--- config.mk ---
export PLATFORM = sky130hd
export DESIGN_NAME = mem_port_arbiter_flat
export DESIGN_NICKNAME = d
export VERILOG_FILES = /design/src/rtl/mem_port_arbiter_pkg.sv /design/src/rtl/mem_port_arbiter_if.sv /design/src/rtl/mem_port_arbiter_timeout_ctr.sv /design/src/rtl/mem_port_arbiter.sv /design/src/flat_wrapper.sv
export SDC_FILE = /design/constraint.sdc
export NUM_CORES = 1
export LEC_CHECK = 0
export BUFFER_PORTS_ARGS = -buffer_cell sky130_fd_sc_hd__buf_2
export CORE_AREA = 2 2 219 221
export CTS_CLUSTER_SIZE = 20
export DETAILED_ROUTE_END_ITERATION = 10
export DIE_AREA = 0 0 221 223
export HOLD_SLACK_MARGIN = 0.08
export PLACE_DENSITY = 0.47
export SYNTH_ARGS = -nofsm -noshare
export SYNTH_HDL_FRONTEND = slang
export SYNTH_SLANG_ARGS = --single-unit
--- constraint.sdc ---
create_clock -name clk -period 6.4 [get_ports clk]
set_input_delay 1.28 -clock clk [delete_from_list [all_inputs] [get_ports clk]]
set_output_delay 1.28 -clock clk [all_outputs]
set_load 0.01 [all_outputs]
--- src/rtl/mem_port_arbiter_pkg.sv ---
// Shared types and constants for the unified memory port arbiter.
// The FSM state encodings, the instruction width and the SADR status code live here.
package mem_port_arbiter_pkg;

  localparam int INSTR_W = 80;
  localparam int DATA_W  = 64;
  localparam int CNT_W   = 8;

  // Status code raised downstream when f_err_o / m_err_o is set.
  localparam logic [3:0] SADR = 4'h3;

  typedef enum logic [1:0] {
    ARB_IDLE   = 2'd0,
    ARB_BUSY_F = 2'd1,
    ARB_BUSY_M = 2'd2
  } arb_state_e;

  // Data wins a tie unless it took the previous grant.
  function automatic logic pick_m(input logic f_elig, input logic m_elig, input logic last_m);
    return m_elig & (~f_elig | ~last_m);
  endfunction

endpackage

--- src/rtl/mem_port_arbiter_if.sv ---
// Fetch, data and bus signals of the memory port arbiter.
// The arb modport is the arbiter's view; env is the pipeline/memory side.
interface mem_port_arbiter_if
  import mem_port_arbiter_pkg::*;
#(
  parameter int ADDR_W = 64
);
  logic               f_req_i;
  logic [ADDR_W-1:0]  f_addr_i;
  logic               f_flush_i;
  logic [INSTR_W-1:0] f_instr_o;
  logic               f_valid_o;
  logic               f_err_o;
  logic               f_wait_o;

  logic               m_req_i;
  logic               m_we_i;
  logic [ADDR_W-1:0]  m_addr_i;
  logic [DATA_W-1:0]  m_wdata_i;
  logic [DATA_W-1:0]  m_rdata_o;
  logic               m_valid_o;
  logic               m_err_o;
  logic               m_wait_o;

  logic               mem_req_o;
  logic               mem_we_o;
  logic [ADDR_W-1:0]  mem_addr_o;
  logic [DATA_W-1:0]  mem_wdata_o;
  logic [INSTR_W-1:0] mem_rdata_i;
  logic               mem_ready_i;
  logic               mem_err_i;

  modport arb (
    input  f_req_i, f_addr_i, f_flush_i,
    output f_instr_o, f_valid_o, f_err_o, f_wait_o,
    input  m_req_i, m_we_i, m_addr_i, m_wdata_i,
    output m_rdata_o, m_valid_o, m_err_o, m_wait_o,
    output mem_req_o, mem_we_o, mem_addr_o, mem_wdata_o,
    input  mem_rdata_i, mem_ready_i, mem_err_i
  );

  modport env (
    output f_req_i, f_addr_i, f_flush_i,
    input  f_instr_o, f_valid_o, f_err_o, f_wait_o,
    output m_req_i, m_we_i, m_addr_i, m_wdata_i,
    input  m_rdata_o, m_valid_o, m_err_o, m_wait_o,
    input  mem_req_o, mem_we_o, mem_addr_o, mem_wdata_o,
    output mem_rdata_i, mem_ready_i, mem_err_i
  );
endinterface

--- src/rtl/mem_port_arbiter_timeout_ctr.sv ---
// Saturating wait-cycle counter for one bus transaction.
// expired is high in the wait cycle that brings the count to TIMEOUT.
module mem_timeout_ctr
  import mem_port_arbiter_pkg::*;
#(
  parameter int TIMEOUT = 255
) (
  input  logic clk,
  input  logic rst_n,
  input  logic clr,
  input  logic en,
  output logic expired
);
  localparam logic [CNT_W-1:0] LIMIT = CNT_W'(TIMEOUT);
  localparam logic [CNT_W-1:0] LAST  = CNT_W'(TIMEOUT - 1);

  logic [CNT_W-1:0] cnt;

  always_ff @(posedge clk or negedge rst_n) begin
    if (!rst_n) begin
      cnt <= '0;
    end else if (clr) begin
      cnt <= '0;
    end else if (en && cnt != LIMIT) begin
      cnt <= cnt + 1'b1;
    end
  end

  assign expired = (cnt >= LAST);

endmodule

--- src/rtl/mem_port_arbiter.sv ---
// Shares the unified memory port between instruction fetch and data access,
// sequencing one variable-latency bus transaction at a time.
//
// state      | meaning
// ARB_IDLE   | no transaction in flight, arbitrate eligible requests
// ARB_BUSY_F | fetch transaction on the bus
// ARB_BUSY_M | data transaction on the bus
module mem_port_arbiter
  import mem_port_arbiter_pkg::*;
#(
  parameter int ADDR_W  = 64,
  parameter int TIMEOUT = 255
) (
  input logic          clk,
  input logic          rst_n,
  mem_port_arbiter_if.arb bus
);
  arb_state_e        state;
  logic              last_m;
  logic              drop_f;
  logic              f_elig, m_elig, grant_m, grant_f;
  logic              busy, expired, done, done_err;
  logic [ADDR_W-1:0] addr_sel;

  // A requester's req is still high in its own valid cycle; mask it.
  assign f_elig   = bus.f_req_i & ~bus.f_valid_o & ~bus.f_flush_i;
  assign m_elig   = bus.m_req_i & ~bus.m_valid_o;
  assign grant_m  = (state == ARB_IDLE) & pick_m(f_elig, m_elig, last_m);
  assign grant_f  = (state == ARB_IDLE) & f_elig & ~grant_m;
  assign addr_sel = grant_m ? bus.m_addr_i : bus.f_addr_i;

  assign busy     = (state != ARB_IDLE);
  assign done     = busy & (bus.mem_ready_i | expired);
  assign done_err = bus.mem_ready_i ? bus.mem_err_i : 1'b1;

  assign bus.f_wait_o = bus.f_req_i & ~bus.f_valid_o;
  assign bus.m_wait_o = bus.m_req_i & ~bus.m_valid_o;

  mem_timeout_ctr #(.TIMEOUT(TIMEOUT)) u_timeout (
    .clk     (clk),
    .rst_n   (rst_n),
    .clr     (grant_m | grant_f),
    .en      (busy & ~bus.mem_ready_i),
    .expired (expired)
  );

  always_ff @(posedge clk or negedge rst_n) begin
    if (!rst_n) begin
      state           <= ARB_IDLE;
      last_m          <= 1'b0;
      drop_f          <= 1'b0;
      bus.mem_req_o   <= 1'b0;
      bus.mem_we_o    <= 1'b0;
      bus.mem_addr_o  <= '0;
      bus.mem_wdata_o <= '0;
      bus.f_instr_o   <= '0;
      bus.f_valid_o   <= 1'b0;
      bus.f_err_o     <= 1'b0;
      bus.m_rdata_o   <= '0;
      bus.m_valid_o   <= 1'b0;
      bus.m_err_o     <= 1'b0;
    end else begin
      bus.f_valid_o <= 1'b0;
      bus.m_valid_o <= 1'b0;
      case (state)
        ARB_IDLE: begin
          if (grant_m || grant_f) begin
            bus.mem_req_o  <= 1'b1;
            bus.mem_addr_o <= addr_sel;
            last_m         <= grant_m;
          end
          if (grant_m) begin
            bus.mem_we_o    <= bus.m_we_i;
            bus.mem_wdata_o <= bus.m_wdata_i;
            state           <= ARB_BUSY_M;
          end else if (grant_f) begin
            bus.mem_we_o <= 1'b0;
            drop_f       <= 1'b0;
            state        <= ARB_BUSY_F;
          end
        end
        ARB_BUSY_F: begin
          if (bus.f_flush_i) drop_f <= 1'b1;
          if (done) begin
            bus.mem_req_o <= 1'b0;
            state         <= ARB_IDLE;
            // A flushed fetch still finishes on the bus but is discarded.
            if (!(drop_f || bus.f_flush_i)) begin
              bus.f_valid_o <= 1'b1;
              bus.f_err_o   <= done_err;
              bus.f_instr_o <= done_err ? '0 : bus.mem_rdata_i;
            end
          end
        end
        ARB_BUSY_M: begin
          if (done) begin
            bus.mem_req_o <= 1'b0;
            state         <= ARB_IDLE;
            bus.m_valid_o <= 1'b1;
            bus.m_err_o   <= done_err;
            bus.m_rdata_o <= (done_err || bus.mem_we_o) ? '0 : bus.mem_rdata_i[DATA_W-1:0];
          end
        end
        default: begin
          bus.mem_req_o <= 1'b0;
          state         <= ARB_IDLE;
        end
      endcase
    end
  end

endmodule
--- src/flat_wrapper.sv ---
// flat-port wrapper written by rule: the top's interface ports become plain ports
module mem_port_arbiter_flat import mem_port_arbiter_pkg::*;
#(
  parameter int ADDR_W  = 64,
  parameter int TIMEOUT = 255
)
  (clk, rst_n, bus_f_req_i, bus_f_addr_i, bus_f_flush_i, bus_f_instr_o, bus_f_valid_o, bus_f_err_o, bus_f_wait_o, bus_m_req_i, bus_m_we_i, bus_m_addr_i, bus_m_wdata_i, bus_m_rdata_o, bus_m_valid_o, bus_m_err_o, bus_m_wait_o, bus_mem_req_o, bus_mem_we_o, bus_mem_addr_o, bus_mem_wdata_o, bus_mem_rdata_i, bus_mem_ready_i, bus_mem_err_i);
  mem_port_arbiter_if #(.ADDR_W(ADDR_W)) bus_i ();
  input logic clk;
  input logic rst_n;
  input wire logic [$bits(bus_i.f_req_i)-1:0] bus_f_req_i;
  input wire logic [$bits(bus_i.f_addr_i)-1:0] bus_f_addr_i;
  input wire logic [$bits(bus_i.f_flush_i)-1:0] bus_f_flush_i;
  output wire logic [$bits(bus_i.f_instr_o)-1:0] bus_f_instr_o;
  output wire logic [$bits(bus_i.f_valid_o)-1:0] bus_f_valid_o;
  output wire logic [$bits(bus_i.f_err_o)-1:0] bus_f_err_o;
  output wire logic [$bits(bus_i.f_wait_o)-1:0] bus_f_wait_o;
  input wire logic [$bits(bus_i.m_req_i)-1:0] bus_m_req_i;
  input wire logic [$bits(bus_i.m_we_i)-1:0] bus_m_we_i;
  input wire logic [$bits(bus_i.m_addr_i)-1:0] bus_m_addr_i;
  input wire logic [$bits(bus_i.m_wdata_i)-1:0] bus_m_wdata_i;
  output wire logic [$bits(bus_i.m_rdata_o)-1:0] bus_m_rdata_o;
  output wire logic [$bits(bus_i.m_valid_o)-1:0] bus_m_valid_o;
  output wire logic [$bits(bus_i.m_err_o)-1:0] bus_m_err_o;
  output wire logic [$bits(bus_i.m_wait_o)-1:0] bus_m_wait_o;
  output wire logic [$bits(bus_i.mem_req_o)-1:0] bus_mem_req_o;
  output wire logic [$bits(bus_i.mem_we_o)-1:0] bus_mem_we_o;
  output wire logic [$bits(bus_i.mem_addr_o)-1:0] bus_mem_addr_o;
  output wire logic [$bits(bus_i.mem_wdata_o)-1:0] bus_mem_wdata_o;
  input wire logic [$bits(bus_i.mem_rdata_i)-1:0] bus_mem_rdata_i;
  input wire logic [$bits(bus_i.mem_ready_i)-1:0] bus_mem_ready_i;
  input wire logic [$bits(bus_i.mem_err_i)-1:0] bus_mem_err_i;
  assign bus_i.f_req_i = bus_f_req_i;
  assign bus_i.f_addr_i = bus_f_addr_i;
  assign bus_i.f_flush_i = bus_f_flush_i;
  assign bus_f_instr_o = bus_i.f_instr_o;
  assign bus_f_valid_o = bus_i.f_valid_o;
  assign bus_f_err_o = bus_i.f_err_o;
  assign bus_f_wait_o = bus_i.f_wait_o;
  assign bus_i.m_req_i = bus_m_req_i;
  assign bus_i.m_we_i = bus_m_we_i;
  assign bus_i.m_addr_i = bus_m_addr_i;
  assign bus_i.m_wdata_i = bus_m_wdata_i;
  assign bus_m_rdata_o = bus_i.m_rdata_o;
  assign bus_m_valid_o = bus_i.m_valid_o;
  assign bus_m_err_o = bus_i.m_err_o;
  assign bus_m_wait_o = bus_i.m_wait_o;
  assign bus_mem_req_o = bus_i.mem_req_o;
  assign bus_mem_we_o = bus_i.mem_we_o;
  assign bus_mem_addr_o = bus_i.mem_addr_o;
  assign bus_mem_wdata_o = bus_i.mem_wdata_o;
  assign bus_i.mem_rdata_i = bus_mem_rdata_i;
  assign bus_i.mem_ready_i = bus_mem_ready_i;
  assign bus_i.mem_err_i = bus_mem_err_i;
  mem_port_arbiter #(.ADDR_W(ADDR_W), .TIMEOUT(TIMEOUT)) u_core (.clk(clk), .rst_n(rst_n), .bus(bus_i));
endmodule
==> key figures <==
Global routing
  • Initial antenna violation count: 4
  • Largest net degree at the start of global routing: 157
  • Vias in the first global route: 9678
  • First-pass GRT wire length: 57.2 mm
  • Total Routing Usage GR: 0.147
  • Gr ovfl total: 0

Worst hold path
  • Hold Crit Class: flip-flop to flip-flop

Synth
  • Prevailing post-synth register cell: dfrtp_1
  • Sequential share of the synthesized area: 0.663
  • EDFF count, synth: 0
  • Post-synth top cells: 290 x dfrtp_1, 196 x nand2_1, 145 x a22o_1
  • Largest cells by area after synthesis: dfrtp_1 66%, a22o_1 12%, nand2_1 6.7%
  • Post-synth top area share: 0.663
  • Yosys reg bits: 290
  • Post-synthesis cell type count: 40
  • Biggest area consumer among synthesized cells: dfrtp_1
  • Share of synthesized registers carrying an async set or reset: 1.00
  • Syn Area/Cell: 11.4 um2
  • Synth Cell Area: 11000 um2
  • Post-synthesis cell count: 959
  • Syn_nets: 1244
  • Synth warn: 0
  • Top-count cell post-synth: dfrtp_1

STA
  • Final hold slack: 0.464 ns
  • Worst-margin pin slew: 0.976 ns
  • Setup TNS: 0 ns
  • Period minus WS final: 3.26 ns
  • # setup viols final: 0
  • Hold Fails Final Rpt: 0
  • Period utilisation layout: 0.510
  • Pins Over Slew Limit: 0
  • Slew HR: 0.349
  • Final Skew: 0.0273 ns
  • Top achievable clock speed: 306 MHz
  • RSZ-0062 raised after global routing: false

Pwr
  • Peak supply drop: 0.247 mV
  • Pleak: 8.29 nW
  • Pwr Density: 499 nW/um2
  • Total power: 7.73 mW

Layout
  • Layout cells sized above 1: 0.416
  • Reg area: 7260 um2
  • Multi-input logic area: 3370 um2
  • Filler Cells Inserted: 4855
  • Net count, final: 1783
  • Area Growth Syn to Fin: 41.6%

Critical path
  • CP cell instances: buf_2 > nor3b_2 > a21o_4 > buf_4 > o22ai_1 > nor2_1
  • Slowest cell on the critical path: a21o_4
  • Worst EP arrival: 3.72 ns
  • CP Data Required Time: 6.85 ns
  • Setup crit end kind: flip-flop
  • Crit path max fanout: 74
  • Crit Path Class: primary input to flip-flop
  • Max incr delay on CP: 0.67 ns
  • Element type at the critical path start: primary input

Placed design
  • # port buffers: 559
  • Global placer's final weighted congestion: 0.865
  • Hpwl dp: 26.5 mm

Drt
  • Vias/cell: 4.39
  • Via count: 9378
  • Antenna Nets Post-Route: 0
  • Final wirelength: 37.5 mm
  • Drt wl/cell: 17.6 um
  • Pre-Repair DR Iteration Count: 4
  • Iter 0 DRT Violations: 507
  • DRC Markers: 0

Clocking
  • CTS Buf Count: 35
  • # resized after CTS: 0
  • Worst skew pair latency: 0.53 ns
  • Sinks on Clock Net: 290
  • CTS tree: done
  • Post-CTS setup buffers: 0
  • H-tree Lvls: 2
  • Max Buffers Root-to-Sink: 3
  • Cts hold-fix bufs: 0
  • Clock-pin slew on the worst setup and hold paths: 0.05 ns
  • Clk root buf: clkbuf_16

Die
  • IO Count: 560
  • Die X: 221 um
  • Die Area: 49300 um2
  • Die H: 223 um
  • Starting Density: 0.232
  • Rows: 80
  • Core Region: 47100 um2

Run status
  • Outcome: completed

Job
  • Max-cap violation count: 0
critical path, delay by kind of cell:
| family | cells | cell delay (ns) |
|---|---|---|
| AO/OA/AOI/OAI | 2 | 0.86 |
| buffers and inverters | 2 | 0.77 |
| AND/OR/NAND/NOR | 2 | 0.67 |
power by group:
group          total, mW  switching (mW)  leakage, nW  internal (mW)
Sequential          3.05           0.428         3.68           2.62
Combinational       2.66            1.51         4.02           1.14
Clock               2.02           0.760        0.584           1.26
Total               7.73            2.70         8.29           5.03
cell type report:
type / instances / area share
Sequential cell: 290 / 0.468
Multi-Input combinational cell: 594 / 0.217
Timing Repair Buffer: 569 / 0.187
Clock buffer: 53 / 0.0713
Tap cell: 615 / 0.0496
Clock inverter: 4 / 0.00476
Inverter: 8 / 0.00194
Antenna cell: 2 / 0.000323
through the flow:
stage,util,area (um2),setup WS [ns],std cells
after global routing,0.329,15500,3.02,2135
after CTS,0.329,15500,3.19,2133
final,0.329,15500,3.14,2135
after detailed placement,0.304,14300,2.65,2076
after floorplan,-,11000,3.64,959
after global placement,0.304,14300,2.64,2076
layer usage:
layer  vias up  share of wire  track usage
li1       4429              -            -
met1      4557           0.41        0.179
met2       313           0.49        0.245
met3        75          0.063       0.0432
met4         4          0.032       0.0543
met5         -        0.00085            0
path summary, 6_finish.rpt:
path                                                            start                                endpoint  slack (ns)  cells after the start
max in group asynchronous                                       rst_n  u_core.bus.mem_wdata_o[57]$_DFFE_PN0P_        4.28                      2
worst min register to register  u_core.bus.mem_wdata_o[9]$_DFFE_PN0P_   u_core.bus.mem_wdata_o[9]$_DFFE_PN0P_        0.46                      2
min in group asynchronous                                       rst_n     u_core.bus.f_instr_o[4]$_DFFE_PN0P_        0.74                      1
worst min-delay path            u_core.bus.mem_wdata_o[9]$_DFFE_PN0P_   u_core.bus.mem_wdata_o[9]$_DFFE_PN0P_        0.46                      2
worst max-delay path                                      bus_f_req_i   u_core.bus.mem_addr_o[10]$_DFFE_PN0P_        3.14                      6
worst max register to register            u_core.state[0]$_DFFE_PN0P_    u_core.bus.f_instr_o[66]$_DFFE_PN0P_        3.30                      6
cells by family (layout without fill, tap and decap cells):
kind of cell    Yosys count  in the layout  synth area share
simple gates            347            347             0.125
buf+inv                  75            634            0.0327
other cells               0              2                 0
compound gates          238            238             0.170
fa+ha+maj                 5              5           0.00571
mux                       2              2           0.00183
xor+xnor                  2              2           0.00160
flops                   290            290             0.663
registers in the layout (all words and copies together) (netlist names), 2 cells and up:
register	cells
u_core.bus.f_instr_o	80
u_core.bus.m_rdata_o	64
u_core.bus.mem_addr_o	64
u_core.bus.mem_wdata_o	64
u_core.state	2
u_core.u_timeout.cnt	8
layout by cell type, fill, tap and decap left out, drive strengths merged, types with 2 or more instances in the layout:
cell type	synthesis	layout
a21oi	5	5
nand3	2	2
o211ai	3	3
mux2i	2	2
a22o	145	145
bufinv	0	2
dfrtp	290	290
diode	0	2
clkbuf	31	53
buf	36	569
ha	5	5
xor2	2	2
o22ai	67	67
nor3b	2	2
o21a	3	3
inv	8	9
nor2	134	134
o21ai	6	6
nand2	196	196
nand3b	2	2
nand4	3	3
(Power assumes the default switching activity.)
